[config.mk]
export PLATFORM = sky130hd
export DESIGN_NAME = icache_l1
export DESIGN_NICKNAME = d
export VERILOG_FILES = /design/src/rtl/icache_l1.sv
export SDC_FILE = /design/constraint.sdc
export NUM_CORES = 2
export LEC_CHECK = 0
export CAP_MARGIN = 20
export CORE_ASPECT_RATIO = 1.2
export CORE_MARGIN = 2
export CORE_UTILIZATION = 40
export CTS_CLUSTER_SIZE = 25
export DETAILED_ROUTE_END_ITERATION = 12
export PLACE_DENSITY = 0.67
export SYNTH_ARGS = -nofsm -noshare
export SYNTH_HDL_FRONTEND = slang
export SYNTH_SLANG_ARGS = --single-unit
[constraint.sdc]
create_clock -name clock -period 6.1 [get_ports clock]
set_input_delay 0.61 -clock clock [delete_from_list [all_inputs] [get_ports clock]]
set_output_delay 0.61 -clock clock [all_outputs]
set_load 0.02 [all_outputs]
[src/rtl/icache_l1.sv]
// Direct-mapped, read-only L1 instruction cache. Hits answer the same cycle and
// data follows on the next one. Misses refill a whole line and deliver the requested beat.
module icache_l1 #(
   parameter int SETS       = 16,
   parameter int LINE_BEATS = 2
) (
   input  logic        clock,
   input  logic        reset,
   input  logic        ioMem_ren,
   input  logic [31:0] ioMem_addr,
   output logic [63:0] ioMem_rData,
   output logic        ioMem_hit,
   output logic        ioMem_rvalid,
   input  logic        ioMem_wen,
   input  logic        io_fencei,
   output logic        io_busy,
   output logic        ioBus_arvalid,
   input  logic        ioBus_arready,
   output logic [31:0] ioBus_araddr,
   input  logic        ioBus_rvalid,
   input  logic [63:0] ioBus_rdata,
   input  logic        ioBus_rlast
);
   localparam int BW = $clog2(LINE_BEATS);
   localparam int IW = $clog2(SETS);
   localparam int OW = 3 + BW;
   localparam int TW = 32 - OW - IW;

   typedef enum logic [1:0] {IDLE, REQ, FILL} state_t;

   state_t            state_q, state_d;
   logic [31:0]       addr_q, addr_d;
   logic [BW-1:0]     cnt_q, cnt_d;
   logic              pend_q, pend_d;
   logic [SETS-1:0]   valid_q, valid_d;
   logic [63:0]       rdata_q, rdata_d;
   logic              rvalid_q, rvalid_d;
   logic              arvalid_q, arvalid_d;
   logic [31:0]       araddr_q, araddr_d;
   logic              dwe, twe, hit;

   logic [TW-1:0]     tag_mem  [SETS];
   logic [63:0]       data_mem [SETS][LINE_BEATS];

   logic [IW-1:0] req_idx, fill_idx;
   logic [BW-1:0] req_beat, fill_beat;
   logic [TW-1:0] req_tag, fill_tag;
   logic          unused_ok;

   assign req_idx   = ioMem_addr[OW +: IW];
   assign req_beat  = ioMem_addr[3 +: BW];
   assign req_tag   = ioMem_addr[OW+IW +: TW];
   assign fill_idx  = addr_q[OW +: IW];
   assign fill_beat = addr_q[3 +: BW];
   assign fill_tag  = addr_q[OW+IW +: TW];
   assign unused_ok = ^{ioMem_wen, ioMem_addr[2:0]};

   assign hit = ioMem_ren && (state_q == IDLE) && !io_fencei &&
                valid_q[req_idx] && (tag_mem[req_idx] == req_tag);

   always_comb begin
      state_d   = state_q;
      addr_d    = addr_q;
      cnt_d     = cnt_q;
      pend_d    = pend_q;
      valid_d   = valid_q;
      rdata_d   = rdata_q;
      rvalid_d  = 1'b0;
      arvalid_d = arvalid_q;
      araddr_d  = araddr_q;
      dwe       = 1'b0;
      twe       = 1'b0;
      case (state_q)
         IDLE: begin
            if (io_fencei) valid_d = '0;
            if (hit) begin
               rdata_d = data_mem[req_idx][req_beat];
            end else if (ioMem_ren) begin
               addr_d    = ioMem_addr;
               araddr_d  = {ioMem_addr[31:OW], {OW{1'b0}}};
               arvalid_d = 1'b1;
               state_d   = REQ;
            end
         end
         REQ: begin
            if (io_fencei) pend_d = 1'b1;
            if (ioBus_arready) begin
               arvalid_d = 1'b0;
               cnt_d     = '0;
               state_d   = FILL;
            end
         end
         FILL: begin
            // The rvalid pulse cycle is still FILL, so a ren landing on it is dropped.
            if (rvalid_q) begin
               state_d = IDLE;
               if (io_fencei) valid_d = '0;
            end else begin
               if (io_fencei) pend_d = 1'b1;
               if (ioBus_rvalid) begin
                  dwe   = 1'b1;
                  cnt_d = cnt_q + 1'b1;
                  if (cnt_q == fill_beat) rdata_d = ioBus_rdata;
                  if (ioBus_rlast || cnt_q == BW'(LINE_BEATS-1)) begin
                     twe               = 1'b1;
                     valid_d[fill_idx] = 1'b1;
                     rvalid_d          = 1'b1;
                     pend_d            = 1'b0;
                     if (pend_q || io_fencei) valid_d = '0;
                  end
               end
            end
         end
         default: state_d = IDLE;
      endcase
   end

   always_ff @(posedge clock or posedge reset) begin
      if (reset) begin
         state_q   <= IDLE;
         addr_q    <= '0;
         cnt_q     <= '0;
         pend_q    <= 1'b0;
         valid_q   <= '0;
         rdata_q   <= '0;
         rvalid_q  <= 1'b0;
         arvalid_q <= 1'b0;
         araddr_q  <= '0;
      end else begin
         state_q   <= state_d;
         addr_q    <= addr_d;
         cnt_q     <= cnt_d;
         pend_q    <= pend_d;
         valid_q   <= valid_d;
         rdata_q   <= rdata_d;
         rvalid_q  <= rvalid_d;
         arvalid_q <= arvalid_d;
         araddr_q  <= araddr_d;
      end
   end

   always_ff @(posedge clock) begin
      if (dwe) data_mem[fill_idx][cnt_q] <= ioBus_rdata;
      if (twe) tag_mem[fill_idx] <= fill_tag;
   end

   assign ioMem_rData   = rdata_q;
   assign ioMem_hit     = hit;
   assign ioMem_rvalid  = rvalid_q;
   assign io_busy       = (state_q != IDLE) || pend_q;
   assign ioBus_arvalid = arvalid_q;
   assign ioBus_araddr  = araddr_q;
endmodule

==> flow_metrics.env <==
export IMPL_cp_arrival_ps=4460
export IMPL_min_period_ps=5070
export IMPL_drive_gt1_frac=0.280
export IMPL_critPathLaunchType="primary input"
export IMPL_grt_max_degree=129
export IMPL_async_reset_ff_frac=0.0452
export IMPL_cp_data_required_time_ps=5490
export IMPL_irDropWorstVdd_mv=0.310
export IMPL_maxSlewHeadroom=0.224
export IMPL_vias=45251
export IMPL_drc_errors=0
export IMPL_internal_power_uw=30900
export IMPL_synth_xor_area_share=0.00214
export IMPL_mostFrequentLayoutCells="edfxtp_1, mux4_2, clkbuf_16, clkdlybuf4s50_1, dfrtp_1"
export IMPL_combinationalPowerShare=0.099
export IMPL_cts_buffers=274
export IMPL_cts_resized=0
export IMPL_antenna_found_initial=30
export IMPL_fillers=19667
export IMPL_synth_ff_type="edfxtp_1"
export IMPL_grt_pass1_vias=46130
export IMPL_drtAntennaViolNets=0
export IMPL_slowest_stage="clkdlybuf4s50_1"
export IMPL_post_route_period_util=0.831
export IMPL_power_share_switching=0.235
export IMPL_ys_warn_count=0
export IMPL_mostFrequentLayoutCell="edfxtp_1"
export IMPL_tightest_slew_ps=1160
export IMPL_finalSetupViolations=0
export IMPL_fmax_mhz=197
export IMPL_rsz0062_at_grt="false"
export IMPL_power_density_nw_per_um2=357
export IMPL_clkPwrFrac=0.386
export IMPL_synth_edf_count=2432
export IMPL_totalWireLength_mm=237
export IMPL_clk_pin_slew_ps=60
export IMPL_switching_power_uw=9490
export IMPL_grt_usage=0.189
export IMPL_cts_sinks=2547
export IMPL_ios=204
export IMPL_syn_area_um2=98000
export IMPL_io_buffers=195
export IMPL_hp_class="primary input to asynchronous set/reset pin"
export IMPL_syn_mean_instance_area_um2=23.7
export IMPL_synth_seq_cells=2547
export IMPL_grt_pass1_wl_mm=338
export IMPL_drtIter0Drc=5431
export IMPL_max_stage_delay_ps=680
export IMPL_regArea_um2=75900
export IMPL_hold_buffers=0
export IMPL_synthMuxAreaShare=0.191
export IMPL_yosysSeqAreaShare=0.774
export IMPL_overflow=0
export IMPL_cap_violations=0
export IMPL_post_cts_buffers=0
export IMPL_htreeDepth=5
export IMPL_multi_input_area_um2=21200
export IMPL_clockBufferDepth=4
export IMPL_hold_viol=0
export IMPL_critPathBufInv=2
export IMPL_path_cells="buf_8, mux4_2, mux4_2, xor2_1, a21oi_1, o2111ai_1, or4b_4, nor4_4, clkdlybuf4s50_1"
export IMPL_die_w_um=456
export IMPL_synth_simple_area_share=0.0105
export IMPL_crit_type="primary input to output port"
export IMPL_leakage_uw=0.0355
export IMPL_fin_area_um2=113000
export IMPL_die_area_um2=249000
export IMPL_dp_hpwl_mm=117
export IMPL_crit_family="buffers and inverters"
export IMPL_post_drt_via_cell_ratio=5.73
export IMPL_finalNetCount=4591
export IMPL_routedWlPerCell_um=30.0
export IMPL_synth_compound_area_frac=0.00861
export IMPL_synth_cell_types=61
export IMPL_gp_congestion=0.746
export IMPL_synth_top_family_by_area="multiplexers"
export IMPL_fin_worst_skew_ps=76.7
export IMPL_clkLatencyLatePin_ps=940
export IMPL_slew_viol_final=0
export IMPL_num_rows=199
export IMPL_fin_setup_tns_ps=0
export IMPL_status="finished, final reports clean"
export IMPL_start_util=0.401
export IMPL_synth_adder_area_share=0
export IMPL_die_h_um=546
export IMPL_cts_tree="yes"
export IMPL_crit_top_cell="mux4_2"
export IMPL_cp_max_fo=65
export IMPL_placed_area_um2=104000
export IMPL_clockRootBuffer="clkbuf_16"
export IMPL_area_growth_pct=15.3
export IMPL_firstDrtPassIters=7
export IMPL_core_um2=244000
export IMPL_end_kind="output port"
export IMPL_p_total_uw=40400
export IMPL_synthCells=4140
export IMPL_seq_power_share=0.516
routing by layer:
metal | wire length (µm) | GRT usage
met1 | 93500 | 0.256
met2 | 120000 | 0.314
met3 | 18000 | 0.0330
met4 | 5750 | 0.0529
met5 | 85 | 0
power groups by stage:
stage / clock (µW) / sequential, µW / combinational, µW
6_report: 15600 / 20800 / 3980
2_1_floorplan: 0 / 21200 / 2030
5_1_grt: 16500 / 20900 / 4210
4_1_cts: 15900 / 20900 / 4030
3_3_place_gp: 0 / 21200 / 3970
3_5_place_dp: 0 / 21200 / 4020
cell families after synthesis:
family          after synthesis
flops                      2547
buf+inv                     257
compound gates              141
simple gates                229
xor+xnor                     24
other cells                   1
mux                         941
final cells by class:
type                       count  area share
clock buffer                 348      0.0656
inverter                      10    0.000443
timing repair buffer         315      0.0315
antenna                        4   0.0000885
sequential                  2547       0.671
multi-input combinational   1339       0.188
tap                         3216      0.0356
clock inverter               115     0.00783
flip-flops by register name (all words and copies together), names as in the netlist:
name and flops:
addr_q 29, ioMem_rData 64, ioBus_arvalid 1, data_mem 2048, valid_q 16, cnt_q 1, pend_q 1, tag_mem 384
state_q 2, ioMem_rvalid 1
cell usage after synthesis (7+ instances only):
| master | instances | area, µm² |
|---|---|---|
| mux2_2 | 17 | 191 |
| o21a_1 | 16 | 120 |
| mux4_2 | 730 | 16400 |
| nand2_1 | 43 | 161 |
| inv_1 | 8 | 30.0 |
| mux2_1 | 66 | 743 |
| nand3_1 | 13 | 65.1 |
| nor2_1 | 125 | 469 |
| clkbuf_1 | 114 | 428 |
| a21oi_1 | 70 | 350 |
| edfxtp_1 | 2432 | 73000 |
| buf_4 | 43 | 323 |
| o22ai_1 | 9 | 56.3 |
| o21ai_0 | 18 | 90.1 |
| nor2b_1 | 9 | 56.3 |
| mux2i_1 | 108 | 1080 |
| buf_6 | 7 | 78.8 |
| buf_1 | 15 | 56.3 |
| buf_2 | 66 | 330 |
| a211oi_1 | 7 | 52.6 |
| mux2_4 | 20 | 300 |
| dfrtp_1 | 115 | 2880 |
| xnor2_1 | 18 | 158 |
path summary, 6_finish.rpt:
check / startpoint / endpoint / slack [ps] / depth (start not counted)
max in group asynchronous: reset / ioMem_rData[32] / 4750 / 3
min reg2reg: valid_q[10] / valid_q[10] / 490 / 1
min: reset / ioMem_rData[47] / 200 / 2
max reg2reg: tag_mem[7][19] / addr_q[14] / 2290 / 10
min in group clock: ioBus_arready / state_q[0] / 320 / 2
max: ioMem_addr[4] / ioMem_hit / 1030 / 9
stage by stage:
stage | hold WS [ps] | std cells | util | worst slack, ps
2_1_floorplan | 459 | 4143 | - | 1570
3_3_place_gp | 467 | 7414 | 0.428 | 986
3_5_place_dp | 474 | 7416 | 0.428 | 984
4_1_cts | 203 | 7879 | 0.462 | 970
5_1_grt | 270 | 7892 | 0.463 | 742
6_report | 203 | 7894 | 0.463 | 1030
No activity file was read; power rests on OpenSTA's default activity.
